**config.mk**
```make
export PLATFORM = sky130hd
export DESIGN_NAME = fifo_write_arbiter_flat
export DESIGN_NICKNAME = d
export VERILOG_FILES = /design/src/rtl/fifo_write_arbiter_if.sv /design/src/rtl/fifo_write_arbiter.sv /design/src/flat_wrapper.sv
export SDC_FILE = /design/constraint.sdc
export NUM_CORES = 1
export LEC_CHECK = 0
export ABC_AREA = 1
export CORE_UTILIZATION = 24
export CTS_BUF_LIST = sky130_fd_sc_hd__clkbuf_16
export DETAILED_ROUTE_END_ITERATION = 10
export PLACE_DENSITY = 0.44
export SKIP_CTS_REPAIR_TIMING = 1
export SYNTH_ARGS = -nofsm -noshare
export SYNTH_HDL_FRONTEND = slang
export SYNTH_SLANG_ARGS = --single-unit
```
**constraint.sdc**
```tcl
create_clock -name clk -period 1.75 [get_ports clk]
set_input_delay 0.35 -clock clk [delete_from_list [all_inputs] [get_ports clk]]
set_output_delay 0.35 -clock clk [all_outputs]
set_load 0.01 [all_outputs]
```
**src/rtl/fifo_write_arbiter_if.sv**
```systemverilog
// Write-port bundle between NUM_REQ producers, the arbiter and one FIFO.
// The master modport is the arbiter's view. The slave modport is the view
// of the producers plus the FIFO that surround it.
interface fifo_write_arbiter_if #(
    parameter int NUM_REQ = 4,
    parameter int DATA_W  = 4
);
    logic [NUM_REQ-1:0]        req;
    logic [NUM_REQ*DATA_W-1:0] req_data;
    logic [NUM_REQ-1:0]        gnt;
    logic [DATA_W-1:0]         fifo_x;
    logic                      fifo_insert;
    logic                      fifo_input_ready;

    modport master (
        input  req, req_data, fifo_input_ready,
        output gnt, fifo_x, fifo_insert
    );

    modport slave (
        output req, req_data, fifo_input_ready,
        input  gnt, fifo_x, fifo_insert
    );
endinterface

```
**src/rtl/fifo_write_arbiter.sv**
```systemverilog
// Round-robin arbiter that shares one FIFO write port among NUM_REQ producers.
// Each grant issues a one-cycle insert. The arbiter then waits until the FIFO
// drops input_ready. A watchdog sets a sticky err if the word is never taken.
module fifo_write_arbiter #(
    parameter int NUM_REQ = 4,
    parameter int IDX_W   = 2,
    parameter int DATA_W  = 4,
    parameter int TIMEOUT = 15
) (
    input  logic                 clk,
    input  logic                 rst_n,
    fifo_write_arbiter_if.master bus,
    output logic [IDX_W-1:0]     winner,
    output logic                 busy,
    output logic                 err,
    input  logic                 err_clr
);

    typedef enum logic [1:0] {
        IDLE      = 2'd0,
        INSERT    = 2'd1,
        WAIT_TAKE = 2'd2
    } state_e;

    localparam int TIMER_W = 8;

    state_e               state_q, state_d;
    logic [IDX_W-1:0]     winner_q, winner_d;
    logic [DATA_W-1:0]    fifo_x_q, fifo_x_d;
    logic                 insert_q, insert_d;
    logic [NUM_REQ-1:0]   gnt_q, gnt_d;
    logic [TIMER_W-1:0]   timer_q, timer_d;
    logic                 busy_q, busy_d;
    logic                 err_q, err_d;

    logic                 pick_found;
    logic [IDX_W-1:0]     pick_idx;

    // Round-robin pick: the first active request after the last winner, with wrap-around.
    always_comb begin
        pick_found = 1'b0;
        pick_idx   = winner_q;
        for (int k = 1; k <= NUM_REQ; k++) begin
            if (!pick_found && bus.req[(int'(winner_q) + k) % NUM_REQ]) begin
                pick_found = 1'b1;
                pick_idx   = IDX_W'((int'(winner_q) + k) % NUM_REQ);
            end
        end
    end

    // Next-state and registered-output logic for the IDLE -> INSERT -> WAIT_TAKE cycle.
    always_comb begin
        // NOTE: every signal gets a default here, so no path can infer a latch.
        state_d  = state_q;
        winner_d = winner_q;
        fifo_x_d = fifo_x_q;
        insert_d = 1'b0;
        gnt_d    = '0;
        timer_d  = timer_q;
        err_d    = err_clr ? 1'b0 : err_q;

        unique case (state_q)
            IDLE: begin
                if (bus.fifo_input_ready && pick_found) begin
                    state_d  = INSERT;
                    winner_d = pick_idx;
                    fifo_x_d = bus.req_data[int'(pick_idx)*DATA_W +: DATA_W];
                    insert_d = 1'b1;
                    gnt_d    = NUM_REQ'(1) << pick_idx;
                end
            end
            INSERT: begin
                timer_d = '0;
                state_d = WAIT_TAKE;
            end
            WAIT_TAKE: begin
                if (!bus.fifo_input_ready) begin
                    state_d = IDLE;
                end else begin
                    timer_d = timer_q + 1'b1;
                    if (timer_d == TIMER_W'(TIMEOUT)) begin
                        // The word is abandoned. A set overrides a same-cycle clear.
                        err_d   = 1'b1;
                        state_d = IDLE;
                    end
                end
            end
            default: state_d = IDLE;
        endcase

        busy_d = (state_d != IDLE);
    end

    // State and output registers. Reset abandons any in-flight insert.
    always_ff @(posedge clk or negedge rst_n) begin
        if (!rst_n) begin
            state_q  <= IDLE;
            winner_q <= IDX_W'(NUM_REQ - 1);
            fifo_x_q <= '0;
            insert_q <= 1'b0;
            gnt_q    <= '0;
            timer_q  <= '0;
            busy_q   <= 1'b0;
            err_q    <= 1'b0;
        end else begin
            // NOTE: non-blocking assignments make every flop sample pre-edge values.
            state_q  <= state_d;
            winner_q <= winner_d;
            fifo_x_q <= fifo_x_d;
            insert_q <= insert_d;
            gnt_q    <= gnt_d;
            timer_q  <= timer_d;
            busy_q   <= busy_d;
            err_q    <= err_d;
        end
    end

    assign bus.gnt         = gnt_q;
    assign bus.fifo_x      = fifo_x_q;
    assign bus.fifo_insert = insert_q;
    assign winner          = winner_q;
    assign busy            = busy_q;
    assign err             = err_q;

endmodule

```
**src/flat_wrapper.sv**
```systemverilog
// flat-port wrapper written by rule: the top's interface ports become plain ports
module fifo_write_arbiter_flat 
#(
    parameter int NUM_REQ = 4,
    parameter int IDX_W   = 2,
    parameter int DATA_W  = 4,
    parameter int TIMEOUT = 15
)
  (clk, rst_n, winner, busy, err, err_clr, bus_req, bus_req_data, bus_fifo_input_ready, bus_gnt, bus_fifo_x, bus_fifo_insert);
  fifo_write_arbiter_if #(.NUM_REQ(NUM_REQ), .DATA_W(DATA_W)) bus_i ();
  input  logic clk;
  input  logic rst_n;
  output logic [IDX_W-1:0] winner;
  output logic busy;
  output logic err;
  input  logic err_clr;
  input wire logic [$bits(bus_i.req)-1:0] bus_req;
  input wire logic [$bits(bus_i.req_data)-1:0] bus_req_data;
  input wire logic [$bits(bus_i.fifo_input_ready)-1:0] bus_fifo_input_ready;
  output wire logic [$bits(bus_i.gnt)-1:0] bus_gnt;
  output wire logic [$bits(bus_i.fifo_x)-1:0] bus_fifo_x;
  output wire logic [$bits(bus_i.fifo_insert)-1:0] bus_fifo_insert;
  assign bus_i.req = bus_req;
  assign bus_i.req_data = bus_req_data;
  assign bus_i.fifo_input_ready = bus_fifo_input_ready;
  assign bus_gnt = bus_i.gnt;
  assign bus_fifo_x = bus_i.fifo_x;
  assign bus_fifo_insert = bus_i.fifo_insert;
  fifo_write_arbiter #(.NUM_REQ(NUM_REQ), .IDX_W(IDX_W), .DATA_W(DATA_W), .TIMEOUT(TIMEOUT)) u_core (.clk(clk), .rst_n(rst_n), .bus(bus_i), .winner(winner), .busy(busy), .err(err), .err_clr(err_clr));
endmodule
```
# After elaboration in Yosys (flattened, before gate mapping)
# Cells that the tools add are included.
# classes
addsub,5
magnitude_cmp,4
eq_ne,4
n_shift,2
n_mux,34
n_bitwise,4
n_reduce_logical,16
# op_table
operator,n
$mux 1,18
$lt 3x4->1 const B,4
$pmux 8 s2,1
$shiftx 16x5->4,1
$mux 2,7
$add 8x1->8 const B,1
$bmux 1 s2,4
$eq 8x4->1 const B,1
$mux 4,2
$mux 8,1
$reduce_or 2->1,4
$pmux 2 s3,1
$add 2x1->2 const B,2
$add 2x2->2 const B,2
$and 1x1->1 const A,4
$logic_and 1x1->1,4
$reduce_and 2->1,2
$reduce_bool 2->1,2
$shl 1x2->4 const A,1
$logic_not 1->1,3
$eq 2x1->1 const B,1
$eq 2x2->1 const B,1
$logic_not 2->1,1
$ne 2x2->1 const B,1
# word_totals
regBits,23
word_cells,77

# Depth between registers and ports, before layout
# Gate-level depths: netlist (run 1).
# logic_depth
ltp_word,20
mapped_depth,13

# Least setup slack after synthesis (run 1)
# Ideal clock, no wire load.
# synth_timing
path_kind,register -> register
startpoint,"register u_core.winner_q[0], in the netlist u_core.winner[0]"
endpoint,"register u_core.fifo_x_q[0], in the netlist u_core.bus.fifo_x[0]"
setup_ns,0.124
arrival_ns,1.483
path_slack_ns,0.143
stages_incl_launch_ff,11
path_buffers,1
synth_period_minus_slack_ns,1.607
cell_sequence,dfstp_2 > inv_2 > buf_6 > nand2_4 > nand2_4 > o21ai_4 > nand3_2 > nand2_4 > nor2_2 > nand3_1 > nand3_1
# synth_via
elab_chain_len,16
elab_cells_between_ends,33
cone_classes,4 x add/sub; 1 x shift; 20 x mux; 8 x reduce/logical
# synth_lines
item,line,source
from (decl),fifo_write_arbiter.sv:28,"logic [IDX_W-1:0] winner_q, winner_d;"
from (signal assigned),fifo_write_arbiter.sv:98,winner_q <= IDX_W'(NUM_REQ - 1);
from (signal assigned),fifo_write_arbiter.sv:108,winner_q <= winner_d;
"parallel branches: the longest is 16 deep, another holds $add 2x1->2",--,
to (signal assigned),fifo_write_arbiter.sv:109,fifo_x_q <= fifo_x_d;
to (decl),fifo_write_arbiter.sv:29,"logic [DATA_W-1:0] fifo_x_q, fifo_x_d;"
# Several ways; the timed one is not identified. The select of a mux whose other input is x is not followed.
# A chain may end at the register's enable or synchronous reset.

# Worst setup path after layout (run 1)
# layout_timing
startpoint,"register u_core.winner_q[0], in the netlist u_core.winner[0]"
endpoint,"register u_core.fifo_x_q[3], in the netlist u_core.bus.fifo_x[3]"
# The elaborated chain is that of the path after synthesis.

==> results of run 1 <==
-- routing by layer --
layer	track usage, %	vias to the layer above	part of all wire, %	routed length, um
met2	22.4	31	49	1830
met5	0	-	0	0
li1	-	733	-	-
met3	2.40	4	3.6	135
met1	14.6	601	46	1710
met4	3.64	0	1.1	40
-- cells in the final DEF (no fill, tap or decap), drive strengths merged --
| master | netlist | routed |
|---|---|---|
| buf | 2 | 17 |
| clkbuf | 0 | 3 |
| clkdlybuf4s50 | 0 | 34 |
| clkinvlp | 0 | 1 |
| dfrtp | 21 | 21 |
| dfstp | 2 | 2 |
| dlymetal6s2s | 0 | 2 |
| ha | 2 | 2 |
| inv | 37 | 37 |
| nand2 | 64 | 65 |
| nand3 | 37 | 38 |
| nor2 | 13 | 13 |
| nor3 | 1 | 1 |
| o211ai | 1 | 1 |
| o21ai | 8 | 8 |
| o22ai | 4 | 4 |
| xor2 | 5 | 5 |
-- worst max path at each step --
| stage | depth (start not counted) | endpoint | slack (ns) | from |
|---|---|---|---|---|
| after floorplan | 10 | u_core.bus.fifo_x[0]$_DFFE_PN0P_ | 0.14 | u_core.winner[0]$_DFFE_PN1P_ |
| after global placement | 10 | u_core.bus.fifo_x[3]$_DFFE_PN0P_ | -0.19 | bus_req[3] |
| after detailed placement | 12 | u_core.bus.fifo_x[2]$_DFFE_PN0P_ | -0.17 | bus_req[2] |
| after CTS | 2 | winner[0] | -0.11 | u_core.winner[0]$_DFFE_PN1P_ |
| after global routing | 9 | u_core.bus.fifo_x[3]$_DFFE_PN0P_ | -0.10 | u_core.winner[0]$_DFFE_PN1P_ |
| final | 9 | u_core.bus.fifo_x[3]$_DFFE_PN0P_ | 0.01 | u_core.winner[0]$_DFFE_PN1P_ |
-- per-stage QoR --
| stage | instance area, sq um | setup WS, ns |
|---|---|---|
| final | 2160 | 0.0112 |
| after global routing | 2160 | -0.103 |
| after CTS | 2040 | -0.113 |
| after detailed placement | 1960 | -0.170 |
| after global placement | 1960 | -0.189 |
| after floorplan | 1450 | 0.143 |
-- power groups by stage --
stage	clock network [mW]	registers [mW]	logic, mW
finish	0.510	0.813	2.15
global route	0.554	0.834	2.38
CTS	0.517	0.809	1.84
detailed placement	0	0.812	1.84
global placement	0	0.819	1.86
floorplan	0	0.860	1.12
-- area by class of cell --
type                    count  share of cell area (%)
clock inverters             1                   0.348
clock buffers               3                    3.48
flip-flops and latches     23                    26.8
well taps                  72                    4.18
multi-input cells         137                    35.4
inverters                  37                    6.56
repair buffers             53                    23.2
-- logic make-up after synthesis --
kind of cell / after synthesis / share of synthesized area [%]
AND/OR/NAND/NOR: 115 / 38.3
AO/OA/AOI/OAI: 13 / 5.80
buffers and inverters: 39 / 11.2
adder cells (fa/ha/maj): 2 / 1.73
XOR/XNOR: 5 / 3.03
flip-flops: 23 / 40.0
-- state kept, by name, indices dropped and copies added, names as in the netlist --
name	cells
u_core.timer_q	8
u_core.bus.fifo_x	4
u_core.bus.gnt	4
u_core.state_q	2
u_core.winner	2
u_core.bus.fifo_insert	1
u_core.busy	1
u_core.err	1
==> run_results.csv, run 1 <==
group,metric,value,unit
yosys,syn_nets,223,
layout,finalNonFillerCells,326,
floorplanning,fp.coreArea,5640,sq um
timing,setup-tns-final,0,ns
worst_setup_path,worstPathCellList,"inv_4 -> nand2_1 -> nand2_2 -> o21ai_4 -> nand2_4 -> nand2_4 -> nand3_1 -> nand3_1 -> nand3_1",
power,p_clk_share,14.7,%
clock_network,insertion_delay,0.26,ns
worst_setup_path,crit_buf_inv,1,
worst_setup_path,worstPathArrival,1.89,ns
grt,grt_max_degree,24,
floorplanning,initial_core_util,25.6,%
floorplanning,fp.dieArea,6340,sq um
yosys,seq_area_frac_synth,40.0,%
worst_setup_path,crit_path_start_kind,"flip-flop",
clock_network,clkTransAtPathRegs,0.07,ns
layout,seqCellArea,578,sq um
floorplanning,pin_count,37,
yosys,synth_edf_count,0,
power,p_seq_share,23.4,%
layout,drive_gt1_share,19.3,%
timing,clock.fmax,575,MHz
drt,vias,1369,
drt,routedWlPerCell,11.4,um
grt,gr-total-overflow,0,
drt,drc,0,
run,maxCapViolations,0,
worst_setup_path,crit_fanout,9,
timing,hold-worst-slack,0.449,ns
floorplanning,die_h,79.6,um
grt,antenna_found_initial,0,
outcome,status,"completed",
power,internal_power,1.94,mW
worst_setup_path,critPathTopFamily,"simple AND/OR/NAND/NOR gates",
drt,ant_nets,0,
placed_design,portBuffers,36,
worst_setup_path,path_class,"flip-flop to flip-flop",
grt,grt_pass1_vias,1416,
drt,first_pass_iters,4,
layout,diodes,0,
timing,fin_crit_sh,99.4,%
yosys,synthFlopType,"dfrtp_1",
worst_setup_path,cp_slowest_cell,"dfstp_2",
floorplanning,placementRows,27,
grt,grt_pass1_wl,6090,um
timing,tightest_slew,0.302,ns
worst_setup_path,reg2reg_slack,0.01,ns
layout,area_growth,49.0,%
clock_network,htree_num_levels,1,
placed_design,dp.cells,314,
power,switching_share,44.2,%
timing,drv_slew,0,
power,p_leak,1.09,nW
worst_setup_path,required,1.90,ns
worst_setup_path,reg2reg_from,"u_core.winner[0]$_DFFE_PN1P_",
power,peakVddDrop,0.673,mV
yosys,synthCells,197,
yosys,synthTopCellsByCount,"nand2_1, nand3_1, inv_1, dfrtp_1, nor2_1",
worst_setup_path,r2r-end,"u_core.bus.fifo_x[3]$_DFFE_PN0P_",
yosys,ys_warn_count,0,
clock_network,cts_tree,"built",
clock_network,root_buffer,"clkbuf_16",
drt,wirelength,3720,um
clock_network,cts_sinks,23,
yosys,ys_seq_elements,23,
worst_setup_path,crit_top_cell,"nand3_1",
timing,rsz0062_at_grt,"true",
yosys,yosysMostFrequentCell,"nand2_1",
drt,viasPerCell,4.20,
power,power_frac_comb,61.9,%
yosys,synth_top_cell_by_area,"dfrtp_1",
drt,drt_iter0_markers,46,
placed_design,gp_congestion,0.819,
timing,setup_viol_count_final,0,
clock_network,clockBufferDepth,2,
layout,fin_util,38.2,%
layout,multi_input_area,763,sq um
timing,finalClockSkew,0.00659,ns
grt,grtUsageTotal,12.4,%
clock_network,cts_made_buffers,3,
floorplanning,die_width,79.6,um
yosys,synth.area.top_cells,"dfrtp_1, nand2_1, nand3_1",
yosys,syn_area,1450,sq um
yosys,post_synth_num_cell_types,22,
worst_setup_path,worst-r2r-cell-count,9,
layout,finalNetCount,281,
power,power_per_cell_area,1610,nW/um^2
yosys,synth_top_area_share,36.3,%
layout,nFillCells,580,
worst_setup_path,slowest_delay,0.60,ns
timing,period_needed,1.74,ns
yosys,synth_area_per_cell,7.34,sq um
placed_design,hpwl,2790,um
min_path,hold_path.class,"input port to async pin",
timing,hold_viol_final,0,
worst_setup_path,worst_setup_path_end_kind,"flip-flop",
power,finalPower,3.47,mW
yosys,ys_async_sr_fraction,100,%
power,switchingPower,1.54,mW
timing,slew_headroom,79.9,%
Power figures use the tool's default switching activity.
==> run 2: changes to the inputs <==
GPL_ROUTABILITY_DRIVEN = 1   (was default)
==> results of run 2 <==
The final DEF is identical to that of run 1; final timing and power are the same.
